[config.mk]
export PLATFORM = sky130hd
export DESIGN_NAME = fft_result_streamer
export DESIGN_NICKNAME = d
export VERILOG_FILES = /design/src/rtl/fft_result_streamer_pkg.sv /design/src/rtl/fft_bitrev_index.sv /design/src/rtl/fft_result_streamer.sv
export SDC_FILE = /design/constraint.sdc
export NUM_CORES = 1
export LEC_CHECK = 0
export ABC_AREA = 1
export CAP_MARGIN = 30
export CORE_MARGIN = 2
export CORE_UTILIZATION = 40
export DETAILED_ROUTE_END_ITERATION = 6
export GPL_ROUTABILITY_DRIVEN = 0
export PLACE_DENSITY = 0.75
export SETUP_SLACK_MARGIN = 0.2
export SLEW_MARGIN = 10
export SYNTH_ARGS = -nofsm -noshare
export SYNTH_HDL_FRONTEND = slang
export SYNTH_SLANG_ARGS = --single-unit
[constraint.sdc]
create_clock -name clk -period 8.8 [get_ports clk]
set_clock_uncertainty 0.2 [all_clocks]
set_input_delay 1.76 -clock clk [delete_from_list [all_inputs] [get_ports clk]]
set_output_delay 1.76 -clock clk [all_outputs]
set_load 0.01 [all_outputs]
[src/rtl/fft_result_streamer_pkg.sv]
// Shared definitions for the FFT result streamer: default frame geometry,
// the streamer state encoding and the bin index bit-reversal helper.
package fft_result_streamer_pkg;

  // Default frame geometry: number of FFT points and sample width.
  localparam int N_DEF     = 16;
  localparam int W_DEF     = 16;
  // Width of a bin index for the default frame size.
  localparam int IDX_W_DEF = $clog2(N_DEF);

  // Streamer states: waiting for a frame, or delivering one.
  typedef enum logic {
    ST_IDLE   = 1'b0,
    ST_STREAM = 1'b1
  } state_t;

  // Reverse the low 'bits' bits of idx; bits above 'bits' come back zero.
  function automatic int bitrev(input int idx, input int bits);
    int r;
    r = 0;
    for (int b = 0; b < bits; b++) begin
      if (idx[b]) begin
        r = r | (1 << (bits - 1 - b));
      end
    end
    return r;
  endfunction

endpackage

[src/rtl/fft_bitrev_index.sv]
// Combinational bin index reversal, used when bins are streamed in
// bit-reversed order.
module fft_bitrev_index
  import fft_result_streamer_pkg::*;
#(
  parameter int IDX_W = IDX_W_DEF
) (
  input  logic [IDX_W-1:0] idx,
  output logic [IDX_W-1:0] rev
);

  // Mirror the index bits around the centre of the IDX_W-bit field.
  assign rev = IDX_W'(bitrev(int'(idx), IDX_W));

endmodule

[src/rtl/fft_result_streamer.sv]
// Captures a full parallel FFT result on the rising edge of fft_done and
// streams it out one bin per accepted word over a valid/ready interface.
// Supports back-to-back frames when a new result arrives exactly as the
// final word of the current frame is accepted; any other overlapping
// result is discarded and flagged in the sticky drop_err.
module fft_result_streamer
  import fft_result_streamer_pkg::*;
#(
  parameter  int N      = N_DEF,
  parameter  int W      = W_DEF,
  parameter  int BITREV = 0,
  localparam int IDX_W  = $clog2(N)
) (
  input  logic             clk,
  input  logic             rst,
  input  logic             fft_done,
  input  logic [N*W-1:0]   in_real,
  input  logic [N*W-1:0]   in_imag,
  output logic             m_valid,
  input  logic             m_ready,
  output logic [W-1:0]     m_real,
  output logic [W-1:0]     m_imag,
  output logic [IDX_W-1:0] m_index,
  output logic             m_last,
  output logic             busy,
  output logic             frame_done,
  output logic             drop_err
);

  state_t           state;
  state_t           state_nxt;

  logic             done_q;     // fft_done as seen last cycle
  logic             armed;      // fft_done has been seen low since reset
  logic             done_edge;  // a new frame is being offered this cycle

  logic             xfer;       // a word is accepted this cycle
  logic             last_xfer;  // the final word of the frame is accepted
  logic             load;       // capture the offered frame this cycle
  logic             advance;    // step to the next word of the current frame

  logic [IDX_W-1:0] cnt;        // transfer count of the word on the bus
  logic [IDX_W-1:0] k_nxt;      // transfer count of the next word to present
  logic [IDX_W-1:0] sel_idx;    // buffer index holding that next word

  logic [W-1:0]     in_re_w [N];
  logic [W-1:0]     in_im_w [N];
  logic [W-1:0]     buf_re  [N];
  logic [W-1:0]     buf_im  [N];

  // Present the flat input buses as per-bin words.
  for (genvar g = 0; g < N; g++) begin : g_unpack
    assign in_re_w[g] = in_real[g*W +: W];
    assign in_im_w[g] = in_imag[g*W +: W];
  end

  // A frame counts only on a genuine low-to-high transition observed after
  // reset, so a level still high from before reset cannot trigger a stream.
  assign done_edge = armed & fft_done & ~done_q;

  assign m_valid   = (state == ST_STREAM);
  assign busy      = (state == ST_STREAM);

  assign xfer      = m_valid & m_ready;
  assign last_xfer = xfer & m_last;
  // A new frame is taken when idle, or when it lands exactly on the final
  // accepted word so the stream continues without a bubble.
  assign load      = done_edge & ((state == ST_IDLE) | last_xfer);
  assign advance   = xfer & ~m_last;
  assign k_nxt     = load ? '0 : cnt + IDX_W'(1);

  // Map the next transfer count onto the buffer slot it should read.
  if (BITREV != 0) begin : g_rev
    fft_bitrev_index #(
      .IDX_W (IDX_W)
    ) u_bitrev_index (
      .idx (k_nxt),
      .rev (sel_idx)
    );
  end else begin : g_nat
    assign sel_idx = k_nxt;
  end

  // Track the previous fft_done level and arm edge detection once it is low.
  always_ff @(posedge clk or negedge rst) begin
    if (!rst) begin
      done_q <= 1'b0;
      armed  <= 1'b0;
    end else begin
      // NOTE: state registers use non-blocking assignment so every flop
      // samples the pre-edge values regardless of statement order.
      done_q <= fft_done;
      if (!fft_done) begin
        armed <= 1'b1;
      end
    end
  end

  // State register.
  always_ff @(posedge clk or negedge rst) begin
    if (!rst) begin
      state <= ST_IDLE;
    end else begin
      state <= state_nxt;
    end
  end

  // Next-state decision: enter STREAM on a capture, leave after the final
  // word unless a back-to-back frame was captured on that same cycle.
  always_comb begin
    // NOTE: the default assignment first keeps every path assigned, so no
    // latch is inferred for state_nxt.
    state_nxt = state;
    case (state)
      ST_IDLE: begin
        if (load) begin
          state_nxt = ST_STREAM;
        end
      end
      ST_STREAM: begin
        if (last_xfer && !load) begin
          state_nxt = ST_IDLE;
        end
      end
      default: begin
        state_nxt = ST_IDLE;
      end
    endcase
  end

  // Frame buffer: snapshot all bins when a frame is taken.
  always_ff @(posedge clk) begin
    // NOTE: the buffer is deliberately left out of reset; its contents are
    // only read after a capture has overwritten every entry.
    if (load) begin
      for (int i = 0; i < N; i++) begin
        buf_re[i] <= in_re_w[i];
        buf_im[i] <= in_im_w[i];
      end
    end
  end

  // Output word register and status flags. On a capture the first word is
  // taken straight from the inputs, since the buffer is filled on the same
  // edge; afterwards words come from the buffer selected by the counter.
  // Nothing updates while a word is waiting for acceptance.
  always_ff @(posedge clk or negedge rst) begin
    if (!rst) begin
      cnt        <= '0;
      m_real     <= '0;
      m_imag     <= '0;
      m_index    <= '0;
      m_last     <= 1'b0;
      frame_done <= 1'b0;
      drop_err   <= 1'b0;
    end else begin
      frame_done <= last_xfer & ~load;

      if (done_edge && (state == ST_STREAM) && !last_xfer) begin
        drop_err <= 1'b1;
      end

      if (load || advance) begin
        cnt     <= k_nxt;
        m_index <= sel_idx;
        m_last  <= (k_nxt == IDX_W'(N - 1));
        if (load) begin
          m_real <= in_re_w[sel_idx];
          m_imag <= in_im_w[sel_idx];
        end else begin
          m_real <= buf_re[sel_idx];
          m_imag <= buf_im[sel_idx];
        end
      end else if (last_xfer) begin
        m_last <= 1'b0;
      end
    end
  end

endmodule

# == Yosys cells after proc, flatten, opt, wreduce, memory -nomap -nowiden ==
# Memories as Yosys holds them, arrays and structs flattened.
# Index checks and enable logic that the tools add are counted.
# word_totals
reg_bits,42
output_inout_bits,41
ram_bits,512
elab_cells,49
memories,2
# classes
n_mux,15
eq_ne,1
magnitude_cmp,1
bitwise_logic,13
n_reduce_logical,7
n_addsub,1
# memory_table
memory,words,word_bits,rd,rd_clocked_by_memory_dff,write_ports,line,rtl
buf_im,16,16,1,0,16,fft_result_streamer.sv:49,logic [W-1:0] buf_im [N];
buf_re,16,16,1,0,16,fft_result_streamer.sv:48,logic [W-1:0] buf_re [N];
# ops
cell,count
$bmux W16 S4,2
$mux W16,6
$and A1 B1 Y1,7
$ge A5 B5 Y1 const B,1
$mux W1,5
$not A4 Y5,1
$add A4 B1 Y4 const B,1
$eq A4 B4 Y1 const B,1
$mux W4,1
$not A1 Y1,4
$logic_and A1 B1 Y1,3
$logic_not A1 Y1,2
$pmux W1 S2,1
$reduce_bool A2 Y1,1
$logic_or A1 B1 Y1,1
$or A1 B1 Y1,1

# == Longest topological paths before layout ==
# logic_depth
word_depth,10
depth_mapped,14
mapped_depth_nobuf,12

# == Least setup slack after synthesis ==
# No wires, ideal clock.
# synth_timing
kind,in2reg
start,input fft_done
end,register m_imag[14]
t_arrival_ns,10.733
setup_time_ns,0.113
cell_stages,8
path_slack_ns,-2.246
n_path_buf,1
path_cell_list,nand3b_4 -> nor2_4 -> nor2_1 -> clkbuf_1 -> nand3_1 -> nand3_1 -> nand2_1 -> inv_1
# synth_between
elab_chain_cells,9
elab_cells_between_ends,11
cone_classes,5 x mux; 4 x bitwise; 1 x reduce/logical; 1 x memory
# synth_rtl
item,line,rtl
"start, declared",fft_result_streamer.sv:16,"input logic fft_done,"
$and A1 B1 Y1 (*) (2 in a row),fft_result_streamer.sv:59,assign done_edge = armed & fft_done & ~done_q;
$and A1 B1 Y1 (*),fft_result_streamer.sv:68,assign load = done_edge & ((state == ST_IDLE) | last_xfer);
named net load,fft_result_streamer.sv:39,logic load;
$mux W4,fft_result_streamer.sv:70,assign k_nxt = load ? '0 : cnt + IDX_W'(1);
$not A4 Y5 (implied by the code),fft_result_streamer.sv:169,m_imag <= in_im_w[sel_idx];
$bmux W16 S4,fft_result_streamer.sv:169,
$mux W16 (implied by the code) (2 in a row),fft_result_streamer.sv:169,
$mux W16,fft_result_streamer.sv:167,if (load) begin
"end signal, assigned",fft_result_streamer.sv:169,
"end signal, assigned",fft_result_streamer.sv:172,m_imag <= buf_im[sel_idx];
"end, declared",fft_result_streamer.sv:22,"output logic [W-1:0] m_imag,"
# The timed path passes the listed nets; every way through them passes the cells marked *. The select of a mux whose other input is x is not followed.
# A chain may end at the register's enable or synchronous reset.

# == Final worst setup path ==
# layout_timing
start,input m_ready
end,register m_real[7]
# layout_between
elab_chain_cells,10
elab_cells_between_ends,13
cone_classes,5 x mux; 6 x bitwise; 1 x reduce/logical; 1 x memory
# layout_rtl
item,line,rtl
"start, declared",fft_result_streamer.sv:20,"input logic m_ready,"
$and A1 B1 Y1 (*),fft_result_streamer.sv:64,assign xfer = m_valid & m_ready;
$and A1 B1 Y1,fft_result_streamer.sv:65,assign last_xfer = xfer & m_last;
$or A1 B1 Y1,fft_result_streamer.sv:68,
$and A1 B1 Y1,fft_result_streamer.sv:68,
$mux W4,fft_result_streamer.sv:70,
$not A4 Y5 (implied by the code),fft_result_streamer.sv:168,m_real <= in_re_w[sel_idx];
$bmux W16 S4,fft_result_streamer.sv:168,
$mux W16 (implied by the code) (2 in a row),fft_result_streamer.sv:168,
$mux W16,fft_result_streamer.sv:167,
"end signal, assigned",fft_result_streamer.sv:168,
"end signal, assigned",fft_result_streamer.sv:171,m_real <= buf_re[sel_idx];
"end, declared",fft_result_streamer.sv:21,"output logic [W-1:0] m_real,"
# Every way passes the cells marked *; elsewhere a longest branch is shown, timed or not. The select of a mux whose other input is x is not followed.

==> impl_metrics.xml <==
<?xml version="1.0" encoding="UTF-8"?>
<metrics>
  <group name="status">
    <metric name="run_status" unit="">finished clean</metric>
  </group>
  <group name="yosys">
    <metric name="syn_area" unit="sq mm">0.0232</metric>
    <metric name="number_of_warnings_issued_by_yosys" unit="">0</metric>
    <metric name="postSynthNetCount" unit="">2626</metric>
    <metric name="syn_avg_cell_area" unit="sq um">11.0</metric>
    <metric name="dominantRegCellSynth" unit="">edfxtp_1</metric>
    <metric name="synthesis_stage_register_bit_count" unit="">554</metric>
    <metric name="number_of_flops_mapped_to_enable_cells_by_yosys" unit="">512</metric>
    <metric name="yosysSeqAreaShare" unit="%">70.7</metric>
    <metric name="synth-async-reset-ratio" unit="%">7.58</metric>
    <metric name="synth_cell_type_count" unit="">32</metric>
    <metric name="synthCells" unit="">2109</metric>
  </group>
  <group name="critical_path">
    <metric name="timing.critical_path.max_delay_family" unit="">simple AND/OR/NAND/NOR gates</metric>
    <metric name="worst-path-buf-inv" unit="">2</metric>
    <metric name="worst_path_max_delay_cell" unit="">o21ai_0</metric>
    <metric name="setup.worst_path.start_class" unit="">input pin</metric>
    <metric name="path_common_cell" unit="">nand2_1</metric>
    <metric name="timing_worst_setup_path_type" unit="">in2reg</metric>
    <metric name="r2r_slack" unit="ns">4.97</metric>
    <metric name="critical_path_required" unit="ns">9.12</metric>
    <metric name="cp.arrival" unit="ns">5.24</metric>
    <metric name="timing.critical_path.fanout_max" unit="">130</metric>
    <metric name="max_stage_delay" unit="ns">0.73</metric>
    <metric name="ff2ff_path_depth" unit="">11</metric>
    <metric name="rr_startpoint" unit="">m_last</metric>
    <metric name="path_cells" unit="">clkdlybuf4s50_1 -&gt; nand3_1 -&gt; nand2_2 -&gt; nand2_4 -&gt; nand2_8 -&gt; buf_12 -&gt; o21ai_0 -&gt; nand3_1 -&gt; nand2_1 -&gt; nand2_1 -&gt; nand3b_1 -&gt; nand2_1</metric>
    <metric name="worstSetupEndpointType" unit="">register</metric>
    <metric name="reg_to_reg_critical_path_endpoint" unit="">m_real[7]</metric>
  </group>
  <group name="place">
    <metric name="dp.cells" unit="">3337</metric>
    <metric name="place_area" unit="sq mm">0.0294</metric>
    <metric name="detailed_place_hpwl" unit="um">55600</metric>
    <metric name="buffer_ports.inserted" unit="">556</metric>
  </group>
  <group name="route">
    <metric name="final_antenna_net_count" unit="">0</metric>
    <metric name="avgRoutedWirePerCell" unit="um">23.0</metric>
    <metric name="detailedRoute.firstIterationViolations" unit="">1612</metric>
    <metric name="routed_wirelength" unit="um">79700</metric>
    <metric name="detailroute.via_count" unit="">17763</metric>
    <metric name="drcViolationCount" unit="">0</metric>
    <metric name="via_per_inst" unit="">5.13</metric>
    <metric name="dr.pass1.iters" unit="">7</metric>
  </group>
  <group name="job">
    <metric name="maxCapViolCount" unit="">0</metric>
  </group>
  <group name="power_and_ir_drop">
    <metric name="p_clk_share" unit="%">24.8</metric>
    <metric name="power_report.internal_total" unit="mW">5.71</metric>
    <metric name="power_frac_seq" unit="%">33.3</metric>
    <metric name="leakage" unit="nW">12.3</metric>
    <metric name="netSwitchingPower" unit="mW">3.98</metric>
    <metric name="power.switching_fraction" unit="%">41.1</metric>
    <metric name="ir_worst_vdd" unit="mV">0.261</metric>
    <metric name="power.density_cell_area" unit="mW/mm^2">309</metric>
    <metric name="power.share.combinational" unit="%">41.8</metric>
  </group>
  <group name="clock_tree">
    <metric name="cts.reportedPaths.clkPinSlew" unit="ns">0.06</metric>
    <metric name="cts_root_buffer" unit="">clkbuf_16</metric>
    <metric name="cts_made_buffers" unit="">59</metric>
    <metric name="clk_latency" unit="ns">0.63</metric>
    <metric name="post_cts_resize_count" unit="">0</metric>
    <metric name="holdBufCountCts" unit="">0</metric>
    <metric name="tritoncts_clock_tree" unit="">yes</metric>
    <metric name="cts.repair_timing.setup_buffer_count" unit="">0</metric>
    <metric name="numClockSinks" unit="">554</metric>
    <metric name="h_tree_level_count" unit="">2</metric>
    <metric name="clock_path_buffers" unit="">3</metric>
  </group>
  <group name="timing">
    <metric name="achievable-frequency" unit="MHz">203</metric>
    <metric name="timing.slew.headroom" unit="%">15.2</metric>
    <metric name="worst_slew_pin_slew" unit="ns">1.27</metric>
    <metric name="finalHoldViolCount" unit="">0</metric>
    <metric name="finalMaxSlewViolations" unit="">0</metric>
    <metric name="final.period_utilization" unit="%">55.9</metric>
    <metric name="final.min_clock_period" unit="ns">4.92</metric>
    <metric name="unrepaired_setup_endpoints_after_global_routing" unit="">no</metric>
    <metric name="setup_viol_count_final" unit="">0</metric>
  </group>
  <group name="grt">
    <metric name="grt_start_max_net_pins" unit="">199</metric>
    <metric name="overflow" unit="">0</metric>
    <metric name="grt_pass1_vias" unit="">17663</metric>
    <metric name="wire_length_of_the_first_global_routing_pass" unit="um">114000</metric>
    <metric name="grt.total_usage" unit="%">26.0</metric>
    <metric name="number_of_antenna_violations_at_the_first_check_in_global_routing" unit="">22</metric>
  </group>
  <group name="worst_hold_path">
    <metric name="min_delay_path_depth" unit="">2</metric>
    <metric name="worstHoldPathType" unit="">reg2reg</metric>
    <metric name="holdCritStartpoint" unit="">m_imag[9]</metric>
    <metric name="worst_hold_path.endpoint" unit="">m_imag[9]</metric>
  </group>
  <group name="layout">
    <metric name="num-fill-cells" unit="">4744</metric>
    <metric name="post_layout_cell_count" unit="">3462</metric>
    <metric name="sequential_cell_area" unit="sq mm">0.0164</metric>
    <metric name="area_of_the_multi_input_gates" unit="sq mm">0.00539</metric>
    <metric name="final_nets" unit="">3150</metric>
    <metric name="final_layout_size_suffix_gt1_share" unit="%">5.33</metric>
    <metric name="finalInstanceArea" unit="sq mm">0.0313</metric>
    <metric name="area.growth.synth_to_final" unit="%">34.7</metric>
    <metric name="commonest_cells_after_routing_fill_and_taps_aside" unit="">555 x clkdlybuf4s50_1, 512 x edfxtp_1, 492 x nand2_1</metric>
    <metric name="layout.cells.most_common" unit="">clkdlybuf4s50_1</metric>
  </group>
  <group name="floorplan">
    <metric name="core_region_area" unit="sq mm">0.0576</metric>
    <metric name="starting_density_of_the_core" unit="%">40.4</metric>
    <metric name="ioPinCount" unit="">557</metric>
    <metric name="chipWidth" unit="um">245</metric>
    <metric name="fp-row-count" unit="">88</metric>
    <metric name="die_height" unit="um">245</metric>
    <metric name="dieArea" unit="sq mm">0.0601</metric>
  </group>
</metrics>
## logic make-up (layout without fill, tap and decap cells)
kind of cell | count (synthesis) | in the layout | share of synthesized area, %
xor+xnor | 3 | 3 | 0.178
buf+inv | 356 | 928 | 6.45
flops | 554 | 554 | 70.7
fa+ha+maj | 1 | 1 | 0.0538
compound gates | 168 | 168 | 3.90
simple gates | 1027 | 1027 | 18.8
other cells | 0 | 16 | 0
## layer usage
metal  vias up  global-route usage (%)  part of all wire (%)
li1       8116                       -                     -
met1      8466                    32.5                    38
met3       174                    5.83                   9.3
met5         -                       0                  0.13
met2       991                    42.9                    49
met4        16                    11.9                   4.3
## flip-flops by register name, indices dropped and copies added, names as in the netlist, 4 cells and up
name     flops
buf_im     256
buf_re     256
m_imag      16
m_index      4
m_real      16
## area by class of cell
class	count	area share, %
diodes	16	0.128
clock buffers	79	5.15
clock inverters	30	0.739
inverters	242	2.92
multi-input cells	1199	17.2
flip-flops and latches	554	52.4
well taps	765	3.06
repair buffers	577	18.4
## cell usage after synthesis, types with 3 or more instances
library cell,number,area [sq um]
nand3_1,261,1310
clkbuf_1,52,195
buf_1,10,37.5
buf_2,34,170
buf_4,5,37.5
nand2_1,495,1860
dfrtp_1,42,1050
edfxtp_1,512,15400
buf_6,12,135
nor2_1,227,852
o21ai_1,16,80.1
or2_2,11,68.8
o21ai_0,127,636
o211ai_1,19,143
nor2_4,3,33.8
nand3b_1,24,180
inv_1,240,901
## power groups by stage
stage | clock network, mW | registers, mW | logic (mW)
3_5_place_dp | 0 | 3.28 | 4.06
5_1_grt | 2.54 | 3.25 | 4.43
4_1_cts | 2.45 | 3.23 | 4.08
2_1_floorplan | 0 | 3.30 | 2.37
3_3_place_gp | 0 | 3.28 | 4.03
6_report | 2.40 | 3.23 | 4.05
## metrics by stage
step	setup TNS, ns	hold WS [ns]	power, mW	utilization, %	setup slack (ns)
after floorplan	-762.23	0.309	5.67	-	-2.09
after global placement	0	0.255	7.31	51.1	3.29
after detailed placement	0	0.266	7.34	51.1	3.19
after CTS	0	0.283	9.76	54.3	3.86
after global routing	0	0.313	10.2	54.4	3.68
final	0	0.276	9.69	54.4	3.88
## tightest hold or removal path, delay by kind of cell, from the launching register on
family	cells	cell delay, ns
flops	1	0.34
simple gates	2	0.10
## worst max path at each step
stage | start | endpoint | slack, ns | cells past startpoint
2_1_floorplan | fft_done | m_imag[14] | -2.09 | 8
3_3_place_gp | fft_done | m_real[7] | 3.29 | 12
3_5_place_dp | m_ready | m_real[7] | 3.19 | 12
4_1_cts | m_ready | m_real[7] | 3.86 | 12
5_1_grt | m_ready | m_real[7] | 3.68 | 12
6_report | m_ready | m_real[7] | 3.88 | 12
No activity file was read; power rests on OpenSTA's default activity.
